**src/rtl/if_id_skid_pipeline_reg.sv**
```systemverilog
// if_id_skid_pipeline_reg: IF/ID register with valid/ready handshake, one-entry skid buffer, flush and saturating stall counter.
module if_id_skid_pipeline_reg #(
  parameter int          XLEN            = 32,
  parameter int          INSTR_WIDTH     = 32,
  parameter logic [31:0] RESET_PC        = 32'hFFFFFFFC,
  parameter logic [31:0] BUBBLE_INSTR    = 32'h00000000,
  parameter int          STALL_CNT_WIDTH = 16
) (
  input  logic                       CLK,
  input  logic                       RESET,
  input  logic [INSTR_WIDTH-1:0]     IN_INSTRUCTION,
  input  logic [XLEN-1:0]            IN_PC,
  input  logic                       IN_VALID,
  output logic                       IN_READY,
  output logic [INSTR_WIDTH-1:0]     OUT_INSTRUCTION,
  output logic [XLEN-1:0]            OUT_PC,
  output logic                       OUT_VALID,
  input  logic                       OUT_READY,
  input  logic                       FLUSH,
  output logic [STALL_CNT_WIDTH-1:0] STALL_COUNT
);
  localparam logic [XLEN-1:0]            RST_PC    = XLEN'(RESET_PC);
  localparam logic [INSTR_WIDTH-1:0]     BUBBLE    = INSTR_WIDTH'(BUBBLE_INSTR);
  localparam logic [STALL_CNT_WIDTH-1:0] STALL_MAX = '1;
  logic                       main_valid_q, main_valid_d;
  logic [INSTR_WIDTH-1:0]     main_instr_q, main_instr_d;
  logic [XLEN-1:0]            main_pc_q, main_pc_d;
  logic                       skid_valid_q, skid_valid_d;
  logic [INSTR_WIDTH-1:0]     skid_instr_q, skid_instr_d;
  logic [XLEN-1:0]            skid_pc_q, skid_pc_d;
  logic                       in_ready_q, in_ready_d;
  logic [STALL_CNT_WIDTH-1:0] stall_q, stall_d;
  logic                       accept, consume;
  assign accept          = IN_VALID & in_ready_q;
  assign consume         = main_valid_q & OUT_READY;
  assign IN_READY        = in_ready_q;
  assign OUT_VALID       = main_valid_q;
  assign OUT_INSTRUCTION = main_instr_q;
  assign OUT_PC          = main_pc_q;
  assign STALL_COUNT     = stall_q;
  always_comb begin
    main_valid_d = main_valid_q;
    main_instr_d = main_instr_q;
    main_pc_d    = main_pc_q;
    skid_valid_d = skid_valid_q;
    skid_instr_d = skid_instr_q;
    skid_pc_d    = skid_pc_q;
    if (FLUSH) begin
      main_valid_d = 1'b0;
      skid_valid_d = 1'b0;
      main_instr_d = BUBBLE;
    end else if (consume) begin
      if (skid_valid_q) begin
        main_instr_d = skid_instr_q;
        main_pc_d    = skid_pc_q;
        skid_valid_d = 1'b0;
      end else if (accept) begin
        main_instr_d = IN_INSTRUCTION;
        main_pc_d    = IN_PC;
      end else begin
        main_valid_d = 1'b0;
        main_instr_d = BUBBLE;
      end
    end else if (accept) begin
      // Decode is stalled on a held entry: park the newcomer in the skid slot.
      if (main_valid_q) begin
        skid_valid_d = 1'b1;
        skid_instr_d = IN_INSTRUCTION;
        skid_pc_d    = IN_PC;
      end else begin
        main_valid_d = 1'b1;
        main_instr_d = IN_INSTRUCTION;
        main_pc_d    = IN_PC;
      end
    end
    in_ready_d = ~skid_valid_d;
    stall_d    = (main_valid_q && !OUT_READY && stall_q != STALL_MAX) ? stall_q + STALL_CNT_WIDTH'(1) : stall_q;
  end
  always_ff @(posedge CLK) begin
    if (RESET) begin
      main_valid_q <= 1'b0;
      main_instr_q <= BUBBLE;
      main_pc_q    <= RST_PC;
      skid_valid_q <= 1'b0;
      skid_instr_q <= '0;
      skid_pc_q    <= '0;
      in_ready_q   <= 1'b1;
      stall_q      <= '0;
    end else begin
      main_valid_q <= main_valid_d;
      main_instr_q <= main_instr_d;
      main_pc_q    <= main_pc_d;
      skid_valid_q <= skid_valid_d;
      skid_instr_q <= skid_instr_d;
      skid_pc_q    <= skid_pc_d;
      in_ready_q   <= in_ready_d;
      stall_q      <= stall_d;
    end
  end
endmodule
```
**config.mk**
```make
export PLATFORM = sky130hd
export DESIGN_NAME = if_id_skid_pipeline_reg
export DESIGN_NICKNAME = d
export VERILOG_FILES = /design/src/rtl/if_id_skid_pipeline_reg.sv
export SDC_FILE = /design/constraint.sdc
export NUM_CORES = 1
export LEC_CHECK = 0
export CORE_MARGIN = 4
export CORE_UTILIZATION = 35
export DETAILED_ROUTE_END_ITERATION = 6
export GPL_TIMING_DRIVEN = 0
export PLACE_DENSITY_LB_ADDON = 0.25
export SLEW_MARGIN = 15
export SYNTH_ARGS = -nofsm -noshare
export SYNTH_HDL_FRONTEND = slang
export SYNTH_SLANG_ARGS = --single-unit
```
**constraint.sdc**
```tcl
create_clock -name CLK -period 2.1 [get_ports CLK]
set_clock_uncertainty 0.05 [all_clocks]
set_input_delay 0.42 -clock CLK [delete_from_list [all_inputs] [get_ports CLK]]
set_output_delay 0.42 -clock CLK [all_outputs]
set_load 0.03 [all_outputs]
```
==> impl_metrics.csv, run 1 <==
group,metric,value,unit
run_status,outcome,"completed",
floorplanning,fp.dieArea,0.01928,mm2
floorplanning,ios,151,
setup_path,arrival,1.57,ns
sta,fin_crit_sh,97.04,%
yosys,yosysMostFrequentCell,"nand2_1",
layout,num-fill-cells,1632,
power_and_ir_drop,p_sw,1.630,mW
drt,wl,17.28,mm
setup_path,worst_ep_required_time,1.63,ns
layout,diodes,0,
layout,layout.nets,929,
yosys,ys_types,47,
power_and_ir_drop,p_comb_share,10.8,%
yosys,synth-edff-count,0,
placement,dp_cells,1058,
global_routing,grt_pass1_vias,5319,
yosys,syn_nets,759,
sta,rsz0062_at_grt,"yes",
layout,area_growth,39.62,%
power_and_ir_drop,swShare,24.68,%
yosys,syn_area_per_cell,8.700,um2
power_and_ir_drop,p_per_area,789.1,mW/mm2
drt,vias,5480,
placement,dp_slack,-0.4021,ns
power_and_ir_drop,leakage,3.112,nW
yosys,yosys.area.top_type,"dfxtp_1",
clock_tree,clk_pin_slew,0.06,ns
sta,holdWs,0.4033,ns
drt,detail-route-antenna-nets,0,
sta,fin_ws,0.06208,ns
drt,wl_per_cell,15.82,um
setup_path,cp_max_fo,4,
drt,drt_iter0_markers,323,
clock_tree,tritoncts,"built",
sta,hold_violations,0,
drt,viasPerCell,5.018,
sta,timing.final.crit_period,2.038,ns
sta,relSlewSlack,56.08,%
sta,drv_slew,0,
power_and_ir_drop,pwr-share-seq,44.1,%
floorplanning,dieWidth,138.9,um
clock_tree,h-tree-depth,4,
layout,instances_no_fill,1092,
setup_path,critPathTopFamily,"buffers and inverters",
yosys,synth_top_area_share,49.09,%
setup_path,crit_path_cell_trace,"clkdlybuf4s50_1",
setup_path,end_kind,"output pin",
yosys,ys_seq_area_share,49.09,%
job,max_cap_violations,0,
clock_tree,cts_root_buf,"clkbuf_16",
placement,io_buffers,149,
clock_tree,insertion_delay,0.42,ns
placement,dp_hpwl,11.94,mm
power_and_ir_drop,clkPwrFrac,45.1,%
clock_tree,ctsHoldBuffers,0,
yosys,yosys-top-cells-area,"dfxtp_1 49%, nand2_1 13%, a21oi_1 8.6%, a211o_1 4.5%, o2bb2ai_1 4.4%",
clock_tree,clockBufferDepth,2,
layout,drive_above_1_share,9.633,%
yosys,synth_seq_cells,147,
clock_tree,cts_buffers,17,
worst_hold_path,hold_class,"flop to flop",
floorplanning,core_region_area,0.01670,mm2
layout,seqCellArea,0.002943,mm2
clock_tree,cts.sinks,147,
yosys,netlist_instances,689,
global_routing,grt_max_degree,17,
layout,multi_input_area,0.002683,mm2
floorplanning,dieHeight,138.9,um
yosys,yosysWarnings,0,
global_routing,antenna_found_initial,1,
sta,setup_viol,0,
setup_path,critPathKind,"flop to output pin",
sta,max_freq,490.7,MHz
drt,drc_errors,0,
setup_path,cp.buffers_inverters,1,
global_routing,grtUsageTotal,17.72,%
floorplanning,start_util,35.89,%
setup_path,crit_slowest_cell,"clkdlybuf4s50_1",
sta,worstMarginPinSlew,0.6588,ns
yosys,async_reset_ff_share,0,%
global_routing,gr-total-overflow,0,
floorplanning,rows,47,
yosys,synthFlopType,"dfxtp_1",
power_and_ir_drop,peakVddDrop,0.5771,mV
setup_path,slowest_delay,0.72,ns
power_and_ir_drop,internal_power,4.975,mW
setup_path,startpoint_type,"flop",
drt,firstDrtPassIters,5,
yosys,ys_top_cells_by_count,"202 x nand2_1, 147 x dfxtp_1, 103 x a21oi_1, 32 x a22oi_1, 31 x a211o_1",
placement,place_congestion,0.7669,
yosys,synth.cell_area,0.005994,mm2
global_routing,grt_pass1_wl,28.17,mm
[through the flow]
step / utilization (%) / setup TNS (ns) / power [mW] / cell area, um2
floorplan: - / 0 / 3.323 / 5995
global placement: 46.47 / -41.65 / 3.691 / 7761
detailed placement: 46.47 / -41.78 / 3.690 / 7761
CTS: 49.93 / 0 / 6.682 / 8338
global route: 50.11 / -0.01243 / 6.855 / 8369
finish: 50.11 / 0 / 6.604 / 8369
[power by group through the flow]
stage	registers [mW]	logic, mW	clock network [mW]
final	2.91	0.715	2.98
after detailed placement	2.97	0.718	0
after global placement	2.97	0.719	0
after CTS	2.91	0.722	3.05
after floorplan	3.10	0.223	0
after global routing	2.92	0.767	3.17
[per-layer routing]
metal / GRT usage [%] / wire, um / up-vias
met5: 0 / 12 / -
met4: 4.016 / 149 / 2
met3: 5.379 / 949 / 15
met2: 27.97 / 7792 / 150
met1: 24.00 / 8373 / 2545
li1: - / - / 2768
[registers in the layout, indices dropped and copies added, names as in the netlist]
register and count:
OUT_INSTRUCTION 32, OUT_VALID 1, skid_pc_q 32, skid_valid_q 1, IN_READY 1, STALL_COUNT 16, OUT_PC 32, skid_instr_q 32
[cell usage in the layout (no fill, tap or decap), types with 4 or more instances in the layout]
master,count
a211o_1,31
a21oi_1,103
a22oi_1,32
a31oi_1,6
buf_2,10
buf_4,5
buf_6,17
clkbuf_1,20
clkbuf_16,17
clkbuf_2,5
clkdlybuf4s50_1,143
clkinv_2,5
clkinv_4,5
dfxtp_1,147
dlymetal6s2s_1,4
inv_1,4
nand2_1,202
nand3_1,5
nand4_1,4
nor2_1,11
nor2b_1,5
nor3_1,4
o21ai_0,4
o2bb2ai_1,30
or3_1,4
[worst min-delay path, stage by stage (launching register included)]
cell and delay [ns]:
dfxtp_1 0.31, nand2_1 0.05, a21oi_1 0.05
[cell families (layout without fill, tap and decap cells)]
kind of cell	Yosys count	after routing	synth area share, %
simple gates	260	260	19.58
compound gates	218	218	24.09
flops	147	147	49.09
buf+inv	58	241	6.157
mux	4	4	0.7305
fa+ha+maj	1	1	0.2087
xor+xnor	1	1	0.1461
[worst paths after layout]
kind | start | end | slack (ns) | cells after the start
setup / recovery | STALL_COUNT[8]$_SDFFE_PP0P_ | STALL_COUNT[8] | 0.06 | 1
hold / removal | skid_instr_q[29]$_SDFFE_PP0P_ | skid_instr_q[29]$_SDFFE_PP0P_ | 0.40 | 2
setup reg to reg | STALL_COUNT[1]$_SDFFE_PP0P_ | STALL_COUNT[10]$_SDFFE_PP0P_ | 0.20 | 4
hold reg to reg | skid_instr_q[29]$_SDFFE_PP0P_ | skid_instr_q[29]$_SDFFE_PP0P_ | 0.40 | 2
[layout make-up]
cell class | instances | area share [%]
multi-input combinational | 484 | 32.05
inverter | 4 | 0.1794
timing repair buffer | 151 | 18.09
buffer | 54 | 4.306
sequential | 147 | 35.16
clock inverter | 13 | 1.630
clock buffer | 19 | 5.292
tap | 220 | 3.289
[repair_timing]
action | CTS | global route
cloned | 0 | 0
setup endpoints to repair | 2 | 74
resized for setup | 2 | 14
buffers inserted | 0 | 2
pin swaps | 0 | 1
(Power assumes the default switching activity.)
==> run 2: changes to the inputs <==
Settings changed: CAP_MARGIN from default to 20, SLEW_MARGIN 15 to default.
==> results of run 2 <==
Final layout, timing and power as in run 1 (identical DEF).
==> run 3: changes to the inputs <==
Settings changed: HOLD_SLACK_MARGIN from default to 0.06.
==> results of run 3 <==
Final layout, timing and power as in run 1 (identical DEF).
